[config.mk]
export PLATFORM = sky130hd
export DESIGN_NAME = uart_rx_oversample
export DESIGN_NICKNAME = d
export VERILOG_FILES = /design/src/rtl/uart_pkg.sv /design/src/rtl/uart_rx_sync.sv /design/src/rtl/uart_rx_oversample.sv
export SDC_FILE = /design/constraint.sdc
export NUM_CORES = 1
export LEC_CHECK = 0
export CAP_MARGIN = 25
export CORE_ASPECT_RATIO = 0.75
export CORE_MARGIN = 2
export CORE_UTILIZATION = 24
export DETAILED_ROUTE_END_ITERATION = 16
export DONT_BUFFER_PORTS = 1
export PLACE_DENSITY = 0.48
export SETUP_SLACK_MARGIN = 0.5
export SLEW_MARGIN = 20
export SYNTH_ARGS = -nofsm -noshare
export SYNTH_HDL_FRONTEND = slang
export SYNTH_SLANG_ARGS = --single-unit
[constraint.sdc]
create_clock -name CLK -period 3.1 [get_ports CLK]
set_input_delay 0.62 -clock CLK [delete_from_list [all_inputs] [get_ports CLK]]
set_output_delay 0.62 -clock CLK [all_outputs]
set_load 0.01 [all_outputs]
[src/rtl/uart_pkg.sv]
// uart_pkg: shared UART state encoding and oversampling constants for rx and tx.
package uart_pkg;
  typedef enum logic [2:0] {IDLE, START, DATA, PARITY, STOP, WAIT_IDLE} uart_rx_state_t;
  localparam int OVS        = 32;
  localparam int SAMPLE_LO  = 15;
  localparam int SAMPLE_MID = 16;
  localparam int SAMPLE_HI  = 17;
endpackage

[src/rtl/uart_rx_sync.sv]
// uart_rx_sync: RXD metastability chain with falling-edge detect, idles high.
module uart_rx_sync #(
  parameter int SYNC_STAGES = 2
) (
  input  logic CLK,
  input  logic RST,
  input  logic rxd_i,
  output logic rxd_o,
  output logic fall_o
);
  logic [SYNC_STAGES-1:0] sync_q;
  logic                   prev_q;
  always_ff @(posedge CLK or negedge RST)
    if (!RST) begin
      sync_q <= '1;
      prev_q <= 1'b1;
    end else begin
      sync_q <= {sync_q[SYNC_STAGES-2:0], rxd_i};
      prev_q <= sync_q[SYNC_STAGES-1];
    end
  assign rxd_o  = sync_q[SYNC_STAGES-1];
  assign fall_o = prev_q & ~rxd_o;
endmodule

[src/rtl/uart_rx_oversample.sv]
// uart_rx_oversample: x32 oversampling UART receiver with one-entry valid/ready output.
// Optional parity checking is enabled by defining UART_RX_PARITY_EN.
module uart_rx_oversample
  import uart_pkg::*;
#(
  parameter int DATA_BITS   = 8,
  parameter int SYNC_STAGES = 2
) (
  input  logic                 CLK,
  input  logic                 RST,
  input  logic                 BAUD_TICK_X32,
  input  logic                 EN,
  input  logic                 RXD,
  output logic [DATA_BITS-1:0] RX_DATA,
  output logic                 RX_VALID,
  input  logic                 RX_READY,
  output logic                 FRAME_ERR,
`ifdef UART_RX_PARITY_EN
  input  logic                 PARITY_ODD,
  output logic                 PARITY_ERR,
`endif
  output logic                 OVERRUN
);
  uart_rx_state_t       state_q, state_d;
  logic [4:0]           tick_q, tick_d;
  logic [3:0]           bit_q, bit_d;
  logic [1:0]           smp_q, smp_d;
  logic [DATA_BITS-1:0] shift_q, shift_d, data_q, data_d;
  logic                 valid_q, valid_d, ferr_q, ferr_d, ovr_q, ovr_d;
  logic                 rxd_s, fall, maj, commit, wrap, load, take;
`ifdef UART_RX_PARITY_EN
  logic                 pbad_q, pbad_d, perr_q, perr_d;
`endif

  uart_rx_sync #(.SYNC_STAGES(SYNC_STAGES)) u_sync (
    .CLK   (CLK),
    .RST   (RST),
    .rxd_i (RXD),
    .rxd_o (rxd_s),
    .fall_o(fall)
  );

  assign commit = BAUD_TICK_X32 && tick_q == 5'(SAMPLE_HI);
  assign wrap   = BAUD_TICK_X32 && tick_q == 5'(OVS - 1);
  assign smp_d  = {(BAUD_TICK_X32 && tick_q == 5'(SAMPLE_MID)) ? rxd_s : smp_q[1],
                   (BAUD_TICK_X32 && tick_q == 5'(SAMPLE_LO))  ? rxd_s : smp_q[0]};
  // Third vote is the live synced sample taken on the commit tick itself.
  assign maj    = (smp_q[0] & smp_q[1]) | (rxd_s & (smp_q[0] | smp_q[1]));

  always_comb begin
    state_d = state_q;
    tick_d  = BAUD_TICK_X32 ? tick_q + 5'd1 : tick_q;
    bit_d   = bit_q;
    shift_d = shift_q;
    ferr_d  = 1'b0;
    load    = 1'b0;
`ifdef UART_RX_PARITY_EN
    pbad_d  = pbad_q;
    perr_d  = 1'b0;
`endif
    case (state_q)
      IDLE:
        if (fall) begin
          state_d = START;
          tick_d  = '0;
`ifdef UART_RX_PARITY_EN
          pbad_d  = 1'b0;
`endif
        end
      START:
        if (commit && maj) state_d = IDLE;
        else if (wrap) begin
          state_d = DATA;
          bit_d   = '0;
        end
      DATA: begin
        if (commit) shift_d = {maj, shift_q[DATA_BITS-1:1]};
        if (wrap) bit_d = bit_q + 4'd1;
        if (wrap && bit_q == 4'(DATA_BITS - 1))
`ifdef UART_RX_PARITY_EN
          state_d = PARITY;
`else
          state_d = STOP;
`endif
      end
`ifdef UART_RX_PARITY_EN
      PARITY: begin
        if (commit) begin
          perr_d = maj != (^shift_q ^ PARITY_ODD);
          pbad_d = perr_d;
        end
        if (wrap) state_d = STOP;
      end
`endif
      STOP:
        if (commit) begin
          state_d = maj ? IDLE : WAIT_IDLE;
          ferr_d  = ~maj;
`ifdef UART_RX_PARITY_EN
          load    = maj & ~pbad_q;
`else
          load    = maj;
`endif
        end
      WAIT_IDLE:
        if (rxd_s) state_d = IDLE;
      default:
        state_d = IDLE;
    endcase
    if (!EN) begin
      state_d = IDLE;
      ferr_d  = 1'b0;
      load    = 1'b0;
`ifdef UART_RX_PARITY_EN
      perr_d  = 1'b0;
`endif
    end
  end

  // A full, undrained holding register keeps the old byte and flags the loss.
  assign ovr_d   = load & valid_q & ~RX_READY;
  assign take    = load & ~ovr_d;
  assign valid_d = take | (valid_q & ~RX_READY);
  assign data_d  = take ? shift_q : data_q;

  always_ff @(posedge CLK or negedge RST)
    if (!RST) begin
      state_q <= IDLE;
      tick_q  <= '0;
      bit_q   <= '0;
      smp_q   <= '1;
      shift_q <= '1;
      data_q  <= '0;
      valid_q <= 1'b0;
      ferr_q  <= 1'b0;
      ovr_q   <= 1'b0;
    end else begin
      state_q <= state_d;
      tick_q  <= tick_d;
      bit_q   <= bit_d;
      smp_q   <= smp_d;
      shift_q <= shift_d;
      data_q  <= data_d;
      valid_q <= valid_d;
      ferr_q  <= ferr_d;
      ovr_q   <= ovr_d;
    end

`ifdef UART_RX_PARITY_EN
  always_ff @(posedge CLK or negedge RST)
    if (!RST) begin
      pbad_q <= 1'b0;
      perr_q <= 1'b0;
    end else begin
      pbad_q <= pbad_d;
      perr_q <= perr_d;
    end
  assign PARITY_ERR = perr_q;
`endif

  assign RX_DATA   = data_q;
  assign RX_VALID  = valid_q;
  assign FRAME_ERR = ferr_q;
  assign OVERRUN   = ovr_q;
endmodule

==> results of run 1 <==
power by group through the flow:
stage / sequential [W] / combinational, W / clock, W
after floorplan: 0.000570 / 0.000199 / 0
after global placement: 0.000588 / 0.000205 / 0
after detailed placement: 0.000593 / 0.000208 / 0
after CTS: 0.000584 / 0.000211 / 0.000360
after global routing: 0.000592 / 0.000239 / 0.000386
final: 0.000585 / 0.000212 / 0.000345
cells in the final DEF (no fill, tap or decap), drive strengths merged, types with 2 or more instances in the layout:
master / n
mux2i: 2
a21oi: 3
dfrtp: 23
nand3: 2
and3: 3
clkbuf: 7
nor3: 3
nor2: 6
nand4: 3
nand2: 9
dfstp: 13
mux2: 21
a311oi: 2
inv: 4
xor2: 2
or3b: 2
nand2b: 3
o21ai: 2
nor4: 3
ha: 6
nor3b: 5
logic make-up (layout without fill, tap and decap cells):
logic type	count (synthesis)	in the layout	share of synthesized area [%]
AOI/OAI and AO/OA	15	15	7.02
xor gates and xnor gates	3	3	1.50
adders and majority gates	7	7	4.87
buffers and inverters	8	13	3.01
DFF	36	36	52.5
muxes	23	23	14.7
and+or+nand+nor	43	43	16.4
registers in the layout (all words and copies together) (netlist names):
register,cells
RX_DATA,8
bit_q,4
state_q,3
smp_q,2
RX_VALID,1
shift_q,8
tick_q,5
FRAME_ERR,1
u_sync.prev_q,1
OVERRUN,1
u_sync.sync_q,2
routing by layer:
| layer | global-route usage (%) | part of all wire (%) |
|---|---|---|
| met4 | 3.60 | 1.9 |
| met5 | 0 | 0 |
| met2 | 12.9 | 48 |
| met3 | 3.33 | 3.9 |
| met1 | 10.8 | 47 |
worst paths after layout:
path                                               to  slack (ps)
min in group CLK           u_sync.sync_q[0]$_DFF_PN1_         330
hold / removal                    tick_q[4]$_DFF_PN0_          20
setup reg to reg               state_q[2]$_DFFE_PN0P_         770
hold reg to reg            u_sync.sync_q[1]$_DFF_PN1_         360
max in group asynchronous      RX_DATA[7]$_DFFE_PN0P_        2240
setup / recovery               state_q[2]$_DFFE_PN0P_         770
synthesized netlist by cell type:
master | count | share of area (%)
o21ai_0 | 2 | 0.57
a31o_2 | 1 | 0.50
xnor2_1 | 1 | 0.50
o21bai_1 | 1 | 0.43
and2_0 | 1 | 0.36
nand3_1 | 2 | 0.57
a2bb2oi_1 | 1 | 0.50
o311a_1 | 1 | 0.57
buf_4 | 2 | 0.86
or3_1 | 1 | 0.36
nand4_4 | 1 | 1.2
inv_1 | 4 | 0.86
nor4_1 | 2 | 0.72
and3b_1 | 1 | 0.50
a22o_1 | 1 | 0.50
nor4_2 | 1 | 0.72
buf_6 | 2 | 1.3
and3_4 | 1 | 0.64
nor3_1 | 3 | 0.86
nand2_1 | 8 | 1.7
or3b_1 | 2 | 1.0
maj3_1 | 1 | 0.57
mux2_2 | 21 | 14
nor3b_1 | 4 | 1.7
dfstp_2 | 13 | 20
mux2i_1 | 2 | 1.1
nand4_1 | 2 | 0.72
a21oi_1 | 3 | 0.86
dfrtp_1 | 23 | 33
a31oi_1 | 1 | 0.36
nor2_1 | 6 | 1.3
a21bo_2 | 1 | 0.57
a311oi_2 | 2 | 1.7
and3_2 | 1 | 0.43
nor3b_4 | 1 | 1.1
or2b_1 | 1 | 0.43
ha_1 | 6 | 4.3
nand2b_1 | 3 | 1.1
nand2_4 | 1 | 0.64
a211oi_1 | 1 | 0.43
and3_1 | 1 | 0.36
xor2_1 | 2 | 1.0
final cells by class:
type                            instances  area share (%)
Sequential cell                        36            47.4
Inverter                                4           0.776
Clock inverter                          1           0.388
Clock buffer                            7            4.46
Timing Repair Buffer                    1           0.517
Tap cell                               98            6.33
Multi-Input combinational cell         91            40.1
stage by stage:
stage	area, um^2	total power [W]	worst slack (ps)	std cells	hold slack [ps]
finish	1940	0.00114	771	238	23.0
global route	1940	0.00122	671	238	1.22
CTS	1930	0.00116	766	237	13.5
detailed placement	1830	0.000801	771	229	326
global placement	1830	0.000794	818	229	325
floorplan	1750	0.000769	920	135	324
==> flow_metrics.py, run 1 <==
metrics = {
    "run_status": {
        "outcome": "finished, final reports clean",
    },
    "synth": {
        "synthDistinctLibCells": 42,
        "syn_avg_cell_area_um2": 12.9,
        "synthesis.nets": 147,
        "yosysWarningCount": 0,
        "synthesis.area_mm2": 0.00175,
        "yosysSeqAreaShare_pct": 52.5,
        "syn-instance-count": 135,
        "ys_ff_latch": 36,
    },
    "global_routing": {
        "grt_pass1_vias": 1052,
        "antenna_found_initial": 0,
        "grt_pass1_wl_um": 5260,
        "grt_use_total_pct": 8.54,
        "grt-ovfl-total": 0,
        "grt_max_degree": 37,
    },
    "clock_tree": {
        "clk_latency_ps": 280,
        "cts.path.max_buffers": 2,
        "htreeDepth": 2,
        "cts_setup_buffers": 0,
        "cts_buffers": 5,
        "hold_buffers": 0,
        "clock_sinks": 36,
        "clk_pin_slew_worst_paths_ps": 70,
        "postCtsResizedCells": 0,
        "cts_tree": "built",
        "clockRootBuffer": "clkbuf_8",
    },
    "sta": {
        "max_freq_ghz": 0.429,
        "fin_worst_skew_ps": 3.33,
        "finalSetupViolations": 0,
        "worstMarginPinSlew_ps": 822,
        "hold_viol_final": 0,
        "min_period_over_period_pct": 75.1,
        "fin_setup_tns_ps": 0,
        "slew_viol_final": 0,
        "relSlewSlack_pct": 44.7,
        "finalCriticalPeriod_ps": 2330,
        "rsz0062_at_grt": "no",
    },
    "setup_path": {
        "crit_top_cell": "ha_1",
        "reg2reg_depth": 7,
        "critPathRequiredTime_ps": 3270,
        "slowest_delay_ps": 430,
        "cp_cell_sequence": "ha_1 -> and3_1 -> ha_1 -> nand2_4 -> o311a_1 -> nor4_2 -> mux2_2",
        "reg2reg_from": "tick_q[0]$_DFF_PN0_",
        "critical_path_class": "register to register",
        "critPathMaxFanout": 7,
        "crit_buf_inv": 0,
        "path_delay_family": "simple AND/OR/NAND/NOR gates",
        "worst_ep_arrival_time_ps": 2500,
        "critPathSlowestCell": "dfrtp_1",
        "cp.depth": 7,
        "critPathLaunchType": "register",
        "worstSetupStartpoint": "tick_q[0]$_DFF_PN0_",
        "worst_setup_path_end_kind": "register",
    },
    "place": {
        "place_hpwl_um": 2200,
        "gp_congestion": 0.786,
        "portBuffers": 0,
    },
    "final_layout": {
        "utilization_pct": 27.9,
        "drive_above_1_share_pct": 36.4,
        "antenna_cells": 0,
        "fin_nets": 151,
        "area_delta_synth_final_pct": 10.8,
        "multi_input_area_um2": 777,
        "fillers": 690,
        "ff_latch_area_um2": 917,
    },
    "power_and_ir_drop": {
        "netSwitchingFraction_pct": 29.8,
        "p_leak_nw": 0.843,
        "worst_ir_drop_vdd_v": 0.000166,
        "seqPwrFrac_pct": 51.2,
        "p_clk_share_pct": 30.2,
        "p_int_w": 0.000801,
        "powerDensity_mw_per_mm2": 590,
        "combPwrFrac_pct": 18.5,
        "p_sw_w": 0.000340,
    },
    "min_path": {
        "hp-class": "input port to async pin",
    },
    "drt": {
        "drtIter0Drc": 55,
        "ant_nets": 0,
        "firstDrtPassIters": 4,
        "drt-total-wl_um": 3130,
        "via_per_inst": 4.37,
        "wire_per_inst_um": 13.2,
        "post-route-drc-count": 0,
        "vias": 1039,
    },
    "floorplanning": {
        "pin_count": 17,
        "dieArea_mm2": 0.00798,
        "die_w_um": 103,
        "rows": 26,
        "core_mm2": 0.00693,
        "initial_core_util_pct": 25.2,
        "die_y_um": 77.9,
    },
    "run": {
        "drv_cap": 0,
    },
}
Note: power is estimated with default switching activity, not from simulation.
==> run 2: changes to the inputs <==
==> constraint.sdc (replaced) <==
create_clock -name CLK -period 2.37 [get_ports CLK]
set_input_delay 0.474 -clock CLK [delete_from_list [all_inputs] [get_ports CLK]]
set_output_delay 0.474 -clock CLK [all_outputs]
set_load 0.01 [all_outputs]
==> run 2 against run 1 <==
Compared with the run above: sequential cell count did not move; register-to-register slack got worse by 430 ps; first-iteration DRC count rose by 11%; fmax is 15% higher; final cell count grew 5.0%; largest power group unchanged; highest routed layer unchanged.
==> flow_metrics.py, run 2 (synthesis results as in run 1) <==
metrics = {
    "run_status": {
        "outcome": "finished, final reports clean",
    },
    "clock_tree": {
        "cts.path.max_buffers": 2,
        "clk_pin_slew_worst_paths_ps": 70,
        "clk_latency_ps": 280,
        "clockRootBuffer": "clkbuf_8",
        "htreeDepth": 2,
        "cts_tree": "built",
        "clock_sinks": 36,
        "cts_buffers": 5,
    },
    "power_and_ir_drop": {
        "netSwitchingFraction_pct": 30.4,
        "p_clk_share_pct": 26.5,
        "seqPwrFrac_pct": 46.7,
        "p_sw_w": 0.000501,
        "p_int_w": 0.00115,
        "p_leak_nw": 0.937,
        "worst_ir_drop_vdd_v": 0.000185,
        "combPwrFrac_pct": 26.8,
        "powerDensity_mw_per_mm2": 766,
    },
    "sta": {
        "rsz0062_at_grt": "yes",
        "worstMarginPinSlew_ps": 837,
        "fin_hold_ws_ps": 40.9,
        "worst_slack_ps": 346,
        "finalCriticalPeriod_ps": 2020,
        "max_freq_ghz": 0.494,
        "slew_viol_final": 0,
        "finalSetupViolations": 0,
        "hold_viol_final": 0,
        "relSlewSlack_pct": 43.7,
        "min_period_over_period_pct": 85.4,
        "fin_setup_tns_ps": 0,
        "fin_worst_skew_ps": 6.23,
    },
    "global_routing": {
        "antenna_found_initial": 0,
        "grt_max_degree": 24,
        "grt_pass1_vias": 1137,
        "grt_pass1_wl_um": 6070,
        "grt_use_total_pct": 10.1,
        "grt-ovfl-total": 0,
    },
    "floorplanning": {
        "die_y_um": 77.9,
        "initial_core_util_pct": 25.2,
        "pin_count": 17,
        "core_mm2": 0.00693,
        "rows": 26,
        "die_w_um": 103,
        "dieArea_mm2": 0.00798,
    },
    "drt": {
        "firstDrtPassIters": 4,
        "drt-total-wl_um": 3610,
        "via_per_inst": 4.33,
        "drtIter0Drc": 61,
        "ant_nets": 0,
        "vias": 1082,
        "wire_per_inst_um": 14.4,
        "post-route-drc-count": 0,
    },
    "setup_path": {
        "worst_ep_arrival_time_ps": 2180,
        "critical_path_class": "register to register",
        "critPathRequiredTime_ps": 2530,
        "critPathLaunchType": "register",
        "worst_setup_path_end_kind": "register",
        "critPathMaxFanout": 4,
    },
    "final_layout": {
        "drive_above_1_share_pct": 46.7,
        "final_common_cell": "dfrtp_1",
        "fin_nets": 163,
        "layout_common_cells": "dfrtp_1, mux2_2, dfstp_2",
        "area_delta_synth_final_pct": 23.2,
        "antenna_cells": 0,
    },
    "place": {
        "place_hpwl_um": 2300,
        "portBuffers": 0,
        "pre_cts_ws_ps": 253,
        "gp_congestion": 0.828,
    },
    "run": {
        "drv_cap": 0,
    },
    "min_path": {
        "hp-class": "input port to async pin",
    },
}
[run 2: metrics by stage]
stage	power (W)	utilization [%]	instance area (um^2)	std cells
final	0.00165	31.1	2150	250
after global routing	0.00176	31.1	2150	250
after CTS	0.00160	29.8	2070	245
after detailed placement	0.00107	26.8	1860	230
after global placement	0.00105	26.8	1860	230
after floorplan	0.00101	-	1770	135
[run 2: final timing paths]
path | startpoint | to | slack [ps] | cells past startpoint
min in group CLK | RXD | u_sync.sync_q[0]$_DFF_PN1_ | 190 | 0
worst max register to register | tick_q[1]$_DFF_PN0_ | state_q[0]$_DFFE_PN0P_ | 350 | 7
worst min-delay path | RST | shift_q[4]$_DFFE_PN1P_ | 40 | 0
worst max-delay path | tick_q[1]$_DFF_PN0_ | state_q[0]$_DFFE_PN0P_ | 350 | 7
max in group asynchronous | RST | RX_DATA[7]$_DFFE_PN0P_ | 1590 | 2
worst min register to register | u_sync.sync_q[0]$_DFF_PN1_ | u_sync.sync_q[1]$_DFF_PN1_ | 360 | 0
[run 2: cell type report]
class	instances	area (um^2)
fill	697	4780
sequential	36	917
multi-input combinational	91	882
timing repair buffer	13	125
tap	98	123
clock buffer	8	90.1
inverter	4	15.0
[run 2: critical path, stage by stage, from the launching register on]
cell	delay [ps]
dfrtp_1	400
ha_2	200
and3_4	200
ha_4	140
nand2_4	50
o311a_4	320
nor4_4	230
mux2_2	370
[run 2: repair_timing]
action	4_1_cts	5_1_grt
hold buffers	1	1
endpoints found under the hold margin	23	19
resized for setup	8	6
setup endpoints to repair	11	23
buffers inserted	6	4
pin swaps	0	1
[run 2: per-layer routing]
| metal | vias up | wire (um) | part of all wire (%) | track usage, % |
|---|---|---|---|---|
| met5 | - | 0 | 0 | 0 |
| met4 | 0 | 59 | 1.6 | 4.53 |
| met3 | 4 | 220 | 6.1 | 3.60 |
| met2 | 23 | 1660 | 46 | 14.1 |
| met1 | 533 | 1670 | 46 | 13.8 |
| li1 | 522 | - | - | - |
[run 2: power by group through the flow]
stage	logic (W)	clock network [W]	registers, W
after floorplan	0.000263	0	0.000750
after global placement	0.000277	0	0.000775
after detailed placement	0.000286	0	0.000780
after CTS	0.000381	0.000457	0.000761
after global routing	0.000484	0.000497	0.000781
final	0.000442	0.000438	0.000770
